**src/rtl/breakout_pkg.sv**
```systemverilog
// Shared constants for the breakout button path: channel indices and nominal
// timing defaults for the 25.175 MHz pixel clock.
package breakout_pkg;

  localparam int BTN_LEFT   = 0;
  localparam int BTN_RIGHT  = 1;
  localparam int BTN_SELECT = 2;
  localparam int BTN_COUNT  = 3;

  // Rounded cycle counts: ~10 ms debounce, ~400 ms repeat delay, ~100 ms period.
  localparam int unsigned DEBOUNCE_CYCLES_DEFAULT = 250_000;
  localparam int unsigned REPEAT_DELAY_DEFAULT    = 10_000_000;
  localparam int unsigned REPEAT_PERIOD_DEFAULT   = 2_500_000;

  function automatic int unsigned cnt_width(input int unsigned n);
    return (n > 1) ? $clog2(n) : 1;
  endfunction

endpackage

```
**src/rtl/button_channel.sv**
```systemverilog
// One button: 2-FF synchroniser, counter debounce, press pulse and optional
// auto-repeat of that pulse while the button stays held.
module button_channel
  import breakout_pkg::*;
#(
  parameter int unsigned DEBOUNCE_CYCLES = DEBOUNCE_CYCLES_DEFAULT,
  parameter int unsigned REPEAT_DELAY    = REPEAT_DELAY_DEFAULT,
  parameter int unsigned REPEAT_PERIOD   = REPEAT_PERIOD_DEFAULT,
  parameter bit          REPEAT_EN       = 1'b1
) (
  input  logic clk,
  input  logic nRst,
  input  logic raw,
  output logic held,
  output logic step
);

  localparam int unsigned CW   = cnt_width(DEBOUNCE_CYCLES);
  localparam int unsigned RMAX = (REPEAT_DELAY > REPEAT_PERIOD) ? REPEAT_DELAY : REPEAT_PERIOD;
  localparam int unsigned RW   = cnt_width(RMAX);

  localparam logic [CW-1:0] CNT_LAST = CW'(DEBOUNCE_CYCLES - 1);
  localparam logic [RW-1:0] DLY_LAST = RW'(REPEAT_DELAY - 1);
  localparam logic [RW-1:0] PER_LAST = RW'(REPEAT_PERIOD - 1);

  logic          s1, s2;
  logic [CW-1:0] cnt;
  logic [RW-1:0] rcnt;
  logic          repeating;
  logic          accept, rise, rpt_hit;

  // A repeat is suppressed on the edge where the release is accepted.
  always_comb begin
    accept  = (s2 != held) && (cnt == CNT_LAST);
    rise    = accept && s2;
    rpt_hit = REPEAT_EN && held && !accept &&
              (rcnt == (repeating ? PER_LAST : DLY_LAST));
  end

  always_ff @(posedge clk) begin
    if (!nRst) begin
      s1        <= 1'b0;
      s2        <= 1'b0;
      held      <= 1'b0;
      cnt       <= '0;
      rcnt      <= '0;
      repeating <= 1'b0;
      step      <= 1'b0;
    end else begin
      s1 <= raw;
      s2 <= s1;

      if (s2 == held) begin
        cnt <= '0;
      end else if (accept) begin
        held <= s2;
        cnt  <= '0;
      end else begin
        cnt <= cnt + 1'b1;
      end

      step <= rise || rpt_hit;

      if (!REPEAT_EN || !held || accept) begin
        rcnt      <= '0;
        repeating <= 1'b0;
      end else if (rpt_hit) begin
        rcnt      <= '0;
        repeating <= 1'b1;
      end else begin
        rcnt <= rcnt + 1'b1;
      end
    end
  end

endmodule

```
**src/rtl/button_conditioner.sv**
```systemverilog
// Conditions the three raw game buttons: debounced levels for all, press/repeat
// steps for left/right, single press pulse for select.
module button_conditioner
  import breakout_pkg::*;
#(
  parameter int unsigned DEBOUNCE_CYCLES = DEBOUNCE_CYCLES_DEFAULT,
  parameter int unsigned REPEAT_DELAY    = REPEAT_DELAY_DEFAULT,
  parameter int unsigned REPEAT_PERIOD   = REPEAT_PERIOD_DEFAULT
) (
  input  logic clk,
  input  logic nRst,
  input  logic raw_left,
  input  logic raw_right,
  input  logic raw_select,
  output logic left_held,
  output logic right_held,
  output logic select_held,
  output logic left_step,
  output logic right_step,
  output logic select_press
);

  logic [BTN_COUNT-1:0] raw, held, step;

  assign raw[BTN_LEFT]   = raw_left;
  assign raw[BTN_RIGHT]  = raw_right;
  assign raw[BTN_SELECT] = raw_select;

  for (genvar i = 0; i < BTN_COUNT; i++) begin : g_chan
    button_channel #(
      .DEBOUNCE_CYCLES (DEBOUNCE_CYCLES),
      .REPEAT_DELAY    (REPEAT_DELAY),
      .REPEAT_PERIOD   (REPEAT_PERIOD),
      .REPEAT_EN       (i != BTN_SELECT)
    ) u_chan (
      .clk  (clk),
      .nRst (nRst),
      .raw  (raw[i]),
      .held (held[i]),
      .step (step[i])
    );
  end

  assign left_held    = held[BTN_LEFT];
  assign right_held   = held[BTN_RIGHT];
  assign select_held  = held[BTN_SELECT];
  assign left_step    = step[BTN_LEFT];
  assign right_step   = step[BTN_RIGHT];
  assign select_press = step[BTN_SELECT];

endmodule

```
**config.mk**
```make
export PLATFORM = sky130hd
export DESIGN_NAME = button_conditioner
export DESIGN_NICKNAME = d
export VERILOG_FILES = /design/src/rtl/breakout_pkg.sv /design/src/rtl/button_channel.sv /design/src/rtl/button_conditioner.sv
export SDC_FILE = /design/constraint.sdc
export NUM_CORES = 1
export LEC_CHECK = 0
export BUFFER_PORTS_ARGS = -buffer_cell sky130_fd_sc_hd__buf_2
export CELL_PAD_IN_SITES_DETAIL_PLACEMENT = 0
export CELL_PAD_IN_SITES_GLOBAL_PLACEMENT = 1
export CORE_UTILIZATION = 25
export CTS_CLUSTER_SIZE = 12
export DETAILED_ROUTE_END_ITERATION = 7
export PLACE_DENSITY = 0.58
export SKIP_CTS_REPAIR_TIMING = 1
export SYNTH_ARGS = -nofsm -noshare
export SYNTH_HDL_FRONTEND = slang
export SYNTH_SLANG_ARGS = --single-unit
```
**constraint.sdc**
```tcl
create_clock -name clk -period 2.7 [get_ports clk]
set_clock_uncertainty 0.2 [all_clocks]
set_input_delay 0.54 -clock clk [delete_from_list [all_inputs] [get_ports clk]]
set_output_delay 0.54 -clock clk [all_outputs]
set_load 0.005 [all_outputs]
```
==> out/qor.yml <==
grt_overflow: 0
htreeDepth: 4
synth_ff_type: "dfxtp_1"
pwr_density_cell_nw_per_um2: 610.8
die-area_um2: 20820
crit_type: "reg -> reg"
worstPathCellList: "or4b_1, or3_1, a2111oi_2, or3b_1, buf_12, nor2_1"
antenna_left: 0
cp_max_fo: 24
worst_setup_hold_path_clk_slew_ns: 0.05
min_period_ns: 2.487
hold_viol_final: 0
worst_setup_path_start_kind: "flop"
max_slew_margin: 0.4528
hold_depth: 2
grt_use_total: 0.1044
io_buffers: 10
drive_gt1_frac: 0.07576
synthesis.area_um2: 5062
gp_congestion: 0.7606
cts.sinks: 116
ys_types: 48
grt_pass1_vias: 3654
worst_slew_pin_slew_ns: 0.8094
vias: 3834
worst_ep_arrival_time_ns: 2.58
timing.setup.tns_ns: 0
r2r_end: "g_chan[0].u_chan.rcnt[4]"
drv_slew: 0
diodes: 0
syn_area_per_cell_um2: 8.913
slowest_delay_ns: 0.52
wl_per_cell_um: 11.40
critPathLaunch: "g_chan[0].u_chan.rcnt[19]"
coreArea_um2: 19650
finalCritPeriodShare: 0.9209
cellLeakagePower_uw: 0.001838
drc_errors: 0
syn_nets: 578
post-route-util: 0.3002
ios: 11
hp-start: "raw_select"
num-fill-cells: 2078
die_h_um: 144.3
drv_cap: 0
cts.root.buffer_cell: "clkbuf_16"
synthArstFlopShare: 0
peakVddDrop_mv: 0.4182
ys_warn_count: 0
clockBufferDepth: 2
row_count: 51
rsz0062_at_grt: "no"
vias_per_cell: 4.463
status: "complete, no violations"
nets: 600
grt_max_degree: 25
end_kind: "flop"
setup_viol: 0
netlist_instances: 568
clock_latency_ns: 0.41
place_hpwl_um: 6722
rr_worst_depth: 6
r2r-start: "g_chan[0].u_chan.rcnt[19]"
cts_tree: "done"
antenna_found_initial: 0
hold_path_end: "g_chan[2].u_chan.s1"
fmax_mhz: 402.2
hold_path.class: "in -> reg"
ys_seq_elements: 116
grt_pass1_wl_um: 16950
firstDrtPassIters: 4
start_util: 0.2576
required_ns: 2.80
syn_to_final_growth_pct: 16.53
ff2ff_setup_slack_ns: 0.21
drt_iter0_markers: 149
synth_edf_count: 0
die_x_um: 144.3
synth_seq_area_share: 0.4587
cts_buffers: 17
routed_wl_um: 9796
cp_slowest_cell: "or4b_1"
==> flip-flops by register name (all words and copies together) (netlist names) <==
register                 flops
g_chan.u_chan.cnt           54
g_chan.u_chan.repeating      2
g_chan.u_chan.held           3
g_chan.u_chan.s1             3
g_chan.u_chan.s2             3
g_chan.u_chan.step           3
g_chan.u_chan.rcnt          48
==> area by class of cell <==
class                      count  area (um2)  area share
sequential                   116        2322      0.3936
clock inverter                 2       10.01    0.001697
clock buffer                  21       460.4     0.07805
timing repair buffer          18       122.6     0.02078
inverter                      11       41.29    0.006999
multi-input combinational    426        2611      0.4426
tap                          265       331.6     0.05620
==> Yosys cell counts, types with 2 or more instances <==
| cell | number | area share |
|---|---|---|
| ha_1 | 5 | 0.012 |
| or2_2 | 2 | 0.0025 |
| and3_1 | 13 | 0.016 |
| a21oi_1 | 2 | 0.0020 |
| nor2b_1 | 5 | 0.0062 |
| buf_6 | 2 | 0.0044 |
| nor2_1 | 123 | 0.091 |
| clkbuf_1 | 8 | 0.0059 |
| xor2_1 | 54 | 0.093 |
| nor4bb_1 | 9 | 0.018 |
| nor4b_1 | 2 | 0.0035 |
| o21ai_0 | 2 | 0.0020 |
| buf_2 | 4 | 0.0040 |
| dfxtp_1 | 116 | 0.46 |
| inv_1 | 11 | 0.0082 |
| and4_1 | 9 | 0.016 |
| nand2_1 | 30 | 0.022 |
| o211ai_1 | 2 | 0.0030 |
| a2111oi_2 | 2 | 0.0059 |
| nand3b_1 | 3 | 0.0044 |
| and2_1 | 10 | 0.012 |
| nand4_1 | 26 | 0.032 |
| a21boi_0 | 3 | 0.0044 |
| or3_1 | 3 | 0.0037 |
| nor3_1 | 12 | 0.012 |
| o21a_1 | 2 | 0.0030 |
| nor4_1 | 8 | 0.0099 |
| nor3b_1 | 2 | 0.0030 |
| xnor2_1 | 39 | 0.067 |
| nand3_1 | 41 | 0.041 |
==> worst max-delay path by stage <==
stage | to | slack [ns] | cells past startpoint
3_5_place_dp | g_chan[0].u_chan.rcnt[15] | 0.20 | 6
3_3_place_gp | g_chan[0].u_chan.rcnt[6] | 0.27 | 6
2_1_floorplan | g_chan[0].u_chan.rcnt[9] | 0.33 | 7
6_report | g_chan[0].u_chan.rcnt[4] | 0.21 | 6
4_1_cts | g_chan[0].u_chan.rcnt[10] | 0.19 | 6
5_1_grt | g_chan[0].u_chan.rcnt[10] | 0.04 | 6
==> cells in the final DEF (no fill, tap or decap), drive strengths merged, types with 2 or more instances in the layout <==
cell	Yosys	routed
a2111oi	2	2
and4	9	9
inv	11	11
clkbuf	8	21
or3b	2	2
nor2b	5	5
nand3b	3	3
o211ai	2	2
nor2	123	123
buf	7	18
a21boi	3	3
a21oi	2	2
o21a	2	2
nor4	8	8
nor4b	2	2
and3	13	13
ha	5	5
nand3	41	41
or4b	2	2
xnor2	39	39
nor3b	2	2
o21ai	2	2
clkinv	0	2
nand4	26	26
or3	3	3
nor4bb	9	9
xor2	54	54
or2	2	2
and2	10	10
dfxtp	116	116
nor3	12	12
nand2	30	30
==> per-stage QoR <==
stage                     setup WS [ns]  total power [uW]  instances  cell area (um2)  hold WS (ns)
final                            0.2134              3604        859             5899        0.1375
after global routing            0.03925              3745        859             5899        0.1419
after CTS                        0.1927              3672        859             5899        0.1166
after detailed placement         0.2000              1780        836             5429        0.2186
after global placement           0.2666              1780        836             5429        0.2164
after floorplan                  0.3319              1772        568             5062        0.2119
==> worst max-delay path: cells and delay by family (launching register included) <==
| family | cells | cell delay [ns] |
|---|---|---|
| and+or+nand+nor | 4 | 1.18 |
| AOI/OAI and AO/OA | 1 | 0.47 |
| DFF | 1 | 0.35 |
| buffers and inverters | 1 | 0.17 |
==> cells by family after synthesis <==
| group | after synthesis | synth area share |
|---|---|---|
| and+or+nand+nor | 307 | 0.3090 |
| DFF | 116 | 0.4587 |
| xor gates and xnor gates | 93 | 0.1609 |
| buffers and inverters | 26 | 0.02546 |
| AOI/OAI and AO/OA | 20 | 0.03164 |
| adders and majority gates | 5 | 0.01236 |
| muxes | 1 | 0.001977 |
==> per-layer routing <==
layer / global-route usage / routed length [um]
met5: 0 / 0
met4: 0.05983 / 242
met3: 0.03179 / 264
met2: 0.1642 / 4413
met1: 0.1259 / 4876
==> report_power, final <==
| group | total, uW | switching [uW] | internal [uW] |
|---|---|---|---|
| Clock | 1860 | 694 | 1160 |
| Combinational | 21.3 | 13.2 | 8.05 |
| Sequential | 1720 | 3.21 | 1720 |
(Power assumes the default switching activity.)
